File: config.mk
export PLATFORM = sky130hd
export DESIGN_NAME = imem_loader
export DESIGN_NICKNAME = d
export VERILOG_FILES = /design/src/rtl/imem_loader_pkg.sv /design/src/rtl/imem_byte_sel.sv /design/src/rtl/imem_loader.sv
export SDC_FILE = /design/constraint.sdc
export NUM_CORES = 1
export LEC_CHECK = 0
export CORE_MARGIN = 2
export CORE_UTILIZATION = 63
export CTS_CLUSTER_DIAMETER = 120
export DETAILED_ROUTE_END_ITERATION = 12
export DONT_BUFFER_PORTS = 1
export PLACE_DENSITY = 0.89
export SLEW_MARGIN = 0
export SYNTH_ARGS = -nofsm -noshare
export SYNTH_HDL_FRONTEND = slang
export SYNTH_SLANG_ARGS = --single-unit
export TNS_END_PERCENT = 5
File: constraint.sdc
create_clock -name clk -period 4.34 [get_ports clk]
set_input_delay 0.434 -clock clk [delete_from_list [all_inputs] [get_ports clk]]
set_output_delay 0.434 -clock clk [all_outputs]
set_load 0.1 [all_outputs]
File: src/rtl/imem_loader_pkg.sv
// Shared types and helpers for the instruction-memory loader: FSM state encoding,
// word geometry and the endian-aware byte-lane selector.
package imem_loader_pkg;

    typedef enum logic [2:0] {
        ST_IDLE,
        ST_ACCEPT,
        ST_WRITE,
        ST_VERIFY,
        ST_DONE
    } state_t;

    localparam int unsigned WORD_BYTES = 4;

    // Byte at offset idx from the word base; big-endian places bits [31:24] at offset 0.
    function automatic logic [7:0] byte_select(input logic [31:0] i_word,
                                               input logic [1:0]  i_idx,
                                               input logic        i_big_endian);
        logic [1:0] lane;
        lane = i_big_endian ? (2'd3 - i_idx) : i_idx;
        return i_word[{lane, 3'b000} +: 8];
    endfunction

endpackage

File: src/rtl/imem_byte_sel.sv
// Byte-lane extractor: picks one byte of a 32-bit word by address offset,
// honouring the configured endianness.
module imem_byte_sel
    import imem_loader_pkg::*;
#(
    parameter bit BIG_ENDIAN = 1'b1
) (
    input  logic [31:0] i_word,
    input  logic [1:0]  i_idx,
    output logic [7:0]  o_byte
);

    assign o_byte = byte_select(i_word, i_idx, BIG_ENDIAN);

endmodule

File: src/rtl/imem_loader.sv
// Program loader: takes 32-bit words on a valid/ready stream and writes them to
// byte-wide DRAM four bytes per word. Optional readback check: IMEM_LOADER_VERIFY_EN.
module imem_loader
    import imem_loader_pkg::*;
#(
    parameter logic [31:0] BASE_ADDR  = 32'h0000_0000,
    parameter int unsigned MAX_WORDS  = 1024,
    parameter bit          BIG_ENDIAN = 1'b1
) (
    input  logic                             clk,
    input  logic                             rst,
    input  logic                             start,
    input  logic                             s_valid,
    input  logic [31:0]                      s_data,
    input  logic                             s_last,
    output logic                             s_ready,
    output logic [31:0]                      mem_addr,
    output logic [7:0]                       mem_wdata,
    output logic                             mem_we,
    input  logic [31:0]                      mem_rdata,
    output logic                             busy,
    output logic                             done,
    output logic                             err,
    output logic [$clog2(MAX_WORDS+1)-1:0]   word_count
);

    localparam int unsigned WCW = $clog2(MAX_WORDS + 1);
    localparam logic [WCW-1:0] MAX_CNT = WCW'(MAX_WORDS);
    localparam logic [1:0] LAST_BYTE = 2'(WORD_BYTES - 1);

    state_t           r_state;
    state_t           w_next;
    state_t           w_exit_state;
    logic [31:0]      r_word;
    logic             r_last;
    logic [1:0]       r_k;
    logic [WCW-1:0]   r_count;
    logic             r_err;

    logic             w_start_ok;
    logic             w_hs;
    logic             w_exit_eval;
    logic             w_full;
    logic [WCW-1:0]   w_count_inc;
    logic [WCW-1:0]   w_exit_count;
    logic [31:0]      w_word_base;
    logic [7:0]       w_byte;

    imem_byte_sel #(.BIG_ENDIAN(BIG_ENDIAN)) u_byte_sel (
        .i_word (r_word),
        .i_idx  (r_k),
        .o_byte (w_byte)
    );

    assign w_start_ok  = start && ((r_state == ST_IDLE) || (r_state == ST_DONE));
    assign w_hs        = s_valid && (r_state == ST_ACCEPT);
    assign w_count_inc = r_count + WCW'(1);
    assign w_word_base = BASE_ADDR + (32'(WORD_BYTES) * 32'(r_count));

    // Exit is decided after the count update: in the final WRITE cycle using the
    // incremented value, or in VERIFY where the register already holds it.
`ifdef IMEM_LOADER_VERIFY_EN
    assign w_exit_eval  = (r_state == ST_VERIFY);
    assign w_exit_count = r_count;
`else
    assign w_exit_eval  = (r_state == ST_WRITE) && (r_k == LAST_BYTE);
    assign w_exit_count = w_count_inc;
    logic w_unused_rdata;
    assign w_unused_rdata = ^mem_rdata;
`endif

    assign w_full       = (w_exit_count == MAX_CNT);
    assign w_exit_state = (r_last || w_full) ? ST_DONE : ST_ACCEPT;

    always_ff @(posedge clk) begin
        if (rst) begin
            r_state <= ST_IDLE;
        end else begin
            r_state <= w_next;
        end
    end

    always_comb begin
        w_next = r_state;
        case (r_state)
            ST_IDLE, ST_DONE: if (start) w_next = ST_ACCEPT;
            ST_ACCEPT:        if (s_valid) w_next = ST_WRITE;
            ST_WRITE: begin
                if (r_k == LAST_BYTE) begin
`ifdef IMEM_LOADER_VERIFY_EN
                    w_next = ST_VERIFY;
`else
                    w_next = w_exit_state;
`endif
                end
            end
            ST_VERIFY:        w_next = w_exit_state;
            default:          w_next = ST_IDLE;
        endcase
    end

    always_comb begin
        s_ready   = 1'b0;
        mem_we    = 1'b0;
        mem_addr  = '0;
        mem_wdata = '0;
        busy      = 1'b0;
        done      = 1'b0;
        case (r_state)
            ST_ACCEPT: begin
                s_ready = 1'b1;
                busy    = 1'b1;
            end
            ST_WRITE: begin
                busy      = 1'b1;
                mem_we    = 1'b1;
                mem_addr  = w_word_base + 32'(r_k);
                mem_wdata = w_byte;
            end
            ST_VERIFY: begin
                busy     = 1'b1;
                mem_addr = w_word_base - 32'(WORD_BYTES);
            end
            ST_DONE:   done = 1'b1;
            default:   ;
        endcase
    end

    always_ff @(posedge clk) begin
        if (rst) begin
            r_word  <= '0;
            r_last  <= 1'b0;
            r_k     <= '0;
            r_count <= '0;
            r_err   <= 1'b0;
        end else begin
            if (w_start_ok) begin
                r_count <= '0;
                r_err   <= 1'b0;
            end
            if (w_hs) begin
                r_word <= s_data;
                r_last <= s_last;
                r_k    <= '0;
            end
            if (r_state == ST_WRITE) begin
                r_k <= r_k + 2'd1;
                if (r_k == LAST_BYTE) r_count <= w_count_inc;
            end
            if (w_exit_eval && !r_last && w_full) r_err <= 1'b1;
`ifdef IMEM_LOADER_VERIFY_EN
            if ((r_state == ST_VERIFY) && (mem_rdata != r_word)) r_err <= 1'b1;
`endif
        end
    end

    assign err        = r_err;
    assign word_count = r_count;

endmodule

==> parameters.txt <==
Parameter                              Value

Worst setup path
  Launch point of the critical path    word_count[2]
  Stages on worst setup path    6
  Required time at the worst-slack endpoint    around 3.9 ns
  Ordered list of cells on the worst path    buf_4, nor4b_1, nand3_1, nor4_4, buf_12, buf_16
  Family with the most delay on the worst path    simple AND/OR/NAND/NOR gates
  Element type at the critical path end    primary output
  Critical-path cell with the highest stage delay    sky130_fd_sc_hd__nor4b_1
  Startpoint Class    register
  Reg-to-reg startpoint    r_state[0]
  Crit path arrival time    3.17 ns
  Biggest fanout along the worst timing path    19
  Highest cell delay on the worst timing path    0.80 ns
  Reg2reg path depth    5
  FF-to-FF setup slack    1.94 ns
  Critical register-to-register path endpoint    r_word[26]
  CP Class    reg -> out
  Combined buffer and inverter count along the critical path    3
  Last element of the critical path    mem_addr[31]

CTS
  Buffers from clock root to sink, at most    2
  Buffers inserted during post-CTS setup optimization    0
  Clock slew seen by the registers of the worst setup and hold paths    0.10 ns
  Number of buffers inserted during clock tree synthesis    5
  Clock tree from TritonCTS    built
  Number of gates resized after CTS    0
  Clk Latency, worst-skew pair    0.31 ns
  CTS Root Buffer Type    sky130_fd_sc_hd__clkbuf_8
  Hold buffer count at cts    0
  CTS H-Tree Depth    2
  Count of clock tree sinks    50

Drt
  Number of iterations in the first detailed-routing pass    5
  Number of vias after detailed routing    2632
  Remaining design rule violation count    0
  Final WL    7160 um
  Detail Route Antenna Nets    0
  Average detailed-routed wire length per instance    17.4 um
  Count of routing violations after the opening detailed-route iteration    211
  Detail-routed via count per cell    6.39

Die
  Overall die width    approximately 71 um
  Floorplan die height    71.4 um
  Initial Util    0.657
  Core Area    4350 um2
  Total number of placement rows    24
  Full die area    slightly above 5000 um2
  Total I/O pin count    between 100 and 150

Timing
  Total Neg Setup Slack    0 ns
  Minimum clock period after layout    3.61 ns
  Final-report hold violation count    0
  Tightest Pin Transition    1.13 ns
  Fin crit share    0.831
  Maximum clock skew at final layout    between 0.008 and 0.009 ns
  Normalized max-slew margin    0.249
  Max Slew Vio Count    0
  Maximum clock frequency    between 0.2 and 0.3 GHz
  Number of failing setup endpoints in the final timing report    0
  Setup repair after global routing missed its margin    false

GRT
  Wire length of the first global-routing pass    between 10000 and 15000 um
  Overall routing resource usage    0.284
  Aggregate global routing overflow    0
  Largest net degree at the start of global routing    55
  Number of antenna violations at the first check in global routing    0
  Via count of the first global-routing pass    ~2.5k

Layout
  Proportion of layout cells with a drive suffix above 1    0.214
  Most common cell after layout, fill and taps aside    sky130_fd_sc_hd__nand2_1
  Share of the core filled with cells    0.790
  # diodes    0
  Area added between synthesis and finish    20.2%
  Highest-count cells in the layout ignoring fill and taps    sky130_fd_sc_hd__nand2_1, sky130_fd_sc_hd__dfxtp_1, sky130_fd_sc_hd__a21oi_1, sky130_fd_sc_hd__buf_4, sky130_fd_sc_hd__buf_16
  Nets    431

Logic synthesis
  Number of enable flip-flop cells after synthesis    0
  Post-Synthesis Net Count    436
  Main flop type after synthesis    sky130_fd_sc_hd__dfxtp_1
  Number of standard cells after synthesis    around 360
  Async set-reset flop share out of synthesis    0
  Mean instance size in the synthesized netlist    7.86 um2
  Synth Cell Area    2860 um2
  Number of distinct library cells after synthesis    49
  Flops & latches, synth    50
  Part of the Yosys area used for sequential elements    0.350
  Count of warnings emitted by yosys    0

Pwr
  Power Dens Cells    280 nW/um2
  Leakage power total    approximately 1.2 nW
  VDD IR-drop max    0.219 mV

Place
  Count of buffers from port buffering    0
  Final GP Congestion    0.882
  Post-DP HPWL    between 5000 and 6000 um

Flow run
  Max cap viols    0

Min path
  Class of the most critical hold timing path    in -> reg
  Depth of the worst hold-timing path    1

Status
  Run status    finished clean
## Yosys cell counts (2+ instances only)
library cell	number	share of area
sky130_fd_sc_hd__nand3b_1	5	0.013
sky130_fd_sc_hd__ha_1	3	0.013
sky130_fd_sc_hd__inv_1	3	0.0039
sky130_fd_sc_hd__a31oi_1	3	0.0066
sky130_fd_sc_hd__clkbuf_1	20	0.026
sky130_fd_sc_hd__a41oi_1	2	0.0061
sky130_fd_sc_hd__buf_6	2	0.0079
sky130_fd_sc_hd__nand4b_1	2	0.0061
sky130_fd_sc_hd__nand3_1	7	0.012
sky130_fd_sc_hd__and4_1	2	0.0061
sky130_fd_sc_hd__nor2_1	25	0.033
sky130_fd_sc_hd__buf_4	19	0.050
sky130_fd_sc_hd__nand2_1	79	0.10
sky130_fd_sc_hd__xnor2_1	5	0.015
sky130_fd_sc_hd__dfxtp_1	50	0.35
sky130_fd_sc_hd__a21oi_1	46	0.080
sky130_fd_sc_hd__mux4_2	8	0.063
sky130_fd_sc_hd__nor4_1	3	0.0066
sky130_fd_sc_hd__o31a_1	2	0.0061
sky130_fd_sc_hd__buf_2	9	0.016
sky130_fd_sc_hd__nand2b_1	4	0.0087
sky130_fd_sc_hd__o211ai_1	2	0.0052
sky130_fd_sc_hd__and3_1	3	0.0066
sky130_fd_sc_hd__nor4b_1	3	0.0092
sky130_fd_sc_hd__and2_1	13	0.028
sky130_fd_sc_hd__o21ai_0	5	0.0087
sky130_fd_sc_hd__xor2_1	7	0.021
sky130_fd_sc_hd__a211oi_1	4	0.010
sky130_fd_sc_hd__a311oi_1	3	0.0092
sky130_fd_sc_hd__o21ai_1	2	0.0035
sky130_fd_sc_hd__nor3_1	4	0.0070
sky130_fd_sc_hd__nand4_1	2	0.0044
## cells by family (layout without fill, tap and decap cells)
kind of cell    Yosys count  after routing  synth area share
flops                    50             50             0.350
compound gates           76             76             0.160
xor+xnor                 12             12            0.0367
fa+ha+maj                 3              3            0.0131
mux                       8              8            0.0630
buf+inv                  55             51             0.107
simple gates            160            160             0.271
## final cells by class
cell class	instances	area, um2
Clock buffer	5	68.8
Clock inverter	3	28.8
Fill cell	281	913
Inverter	4	16.3
Multi-Input combinational cell	259	1620
Sequential cell	50	1000
Tap cell	52	65.1
Timing Repair Buffer	39	646
## per-stage QoR
stage	setup WS (ns)	instance area (um2)	hold WS (ns)	total power, mW	instances
finish	0.735	3440	0.181	0.963	412
floorplan	0.0259	2880	0.433	0.642	364
CTS	0.797	3440	0.175	0.967	412
global placement	1.30	3340	0.433	0.674	404
detailed placement	1.14	3340	0.440	0.680	404
global route	0.585	3440	0.170	1.00	412
## worst reg2reg max path: stages (launching register included)
cell	delay, ns
sky130_fd_sc_hd__dfxtp_1	0.38
sky130_fd_sc_hd__buf_4	0.25
sky130_fd_sc_hd__nor3b_2	0.38
sky130_fd_sc_hd__and2_1	0.94
sky130_fd_sc_hd__nand2_1	0.19
sky130_fd_sc_hd__a21oi_1	0.20
## worst min path at each step
stage | startpoint | endpoint | slack (ns)
detailed placement | r_word[11] | r_word[11] | 0.44
global placement | r_word[6] | r_word[6] | 0.43
CTS | rst | word_count[2] | 0.17
global route | rst | word_count[2] | 0.17
finish | rst | r_last | 0.18
floorplan | r_word[16] | r_word[16] | 0.43
## layer usage
layer	global-route usage	wire, um
met5	0	0
met4	0.101	157
met3	0.0830	725
met2	0.474	3590
met1	0.351	2680
## registers in the layout (all words and copies together), names as in the netlist
register    count
r_state         3
err             1
r_word         32
word_count     11
r_last          1
r_k             2
## where the power goes
part	internal (mW)	total, mW	leakage (nW)	switching [mW]
sequential	0.473	0.485	0.405	0.0115
combinational	0.0577	0.185	0.757	0.127
clock	0.121	0.294	0.0506	0.173
total	0.652	0.963	1.21	0.312
No activity file was read; power rests on OpenSTA's default activity.
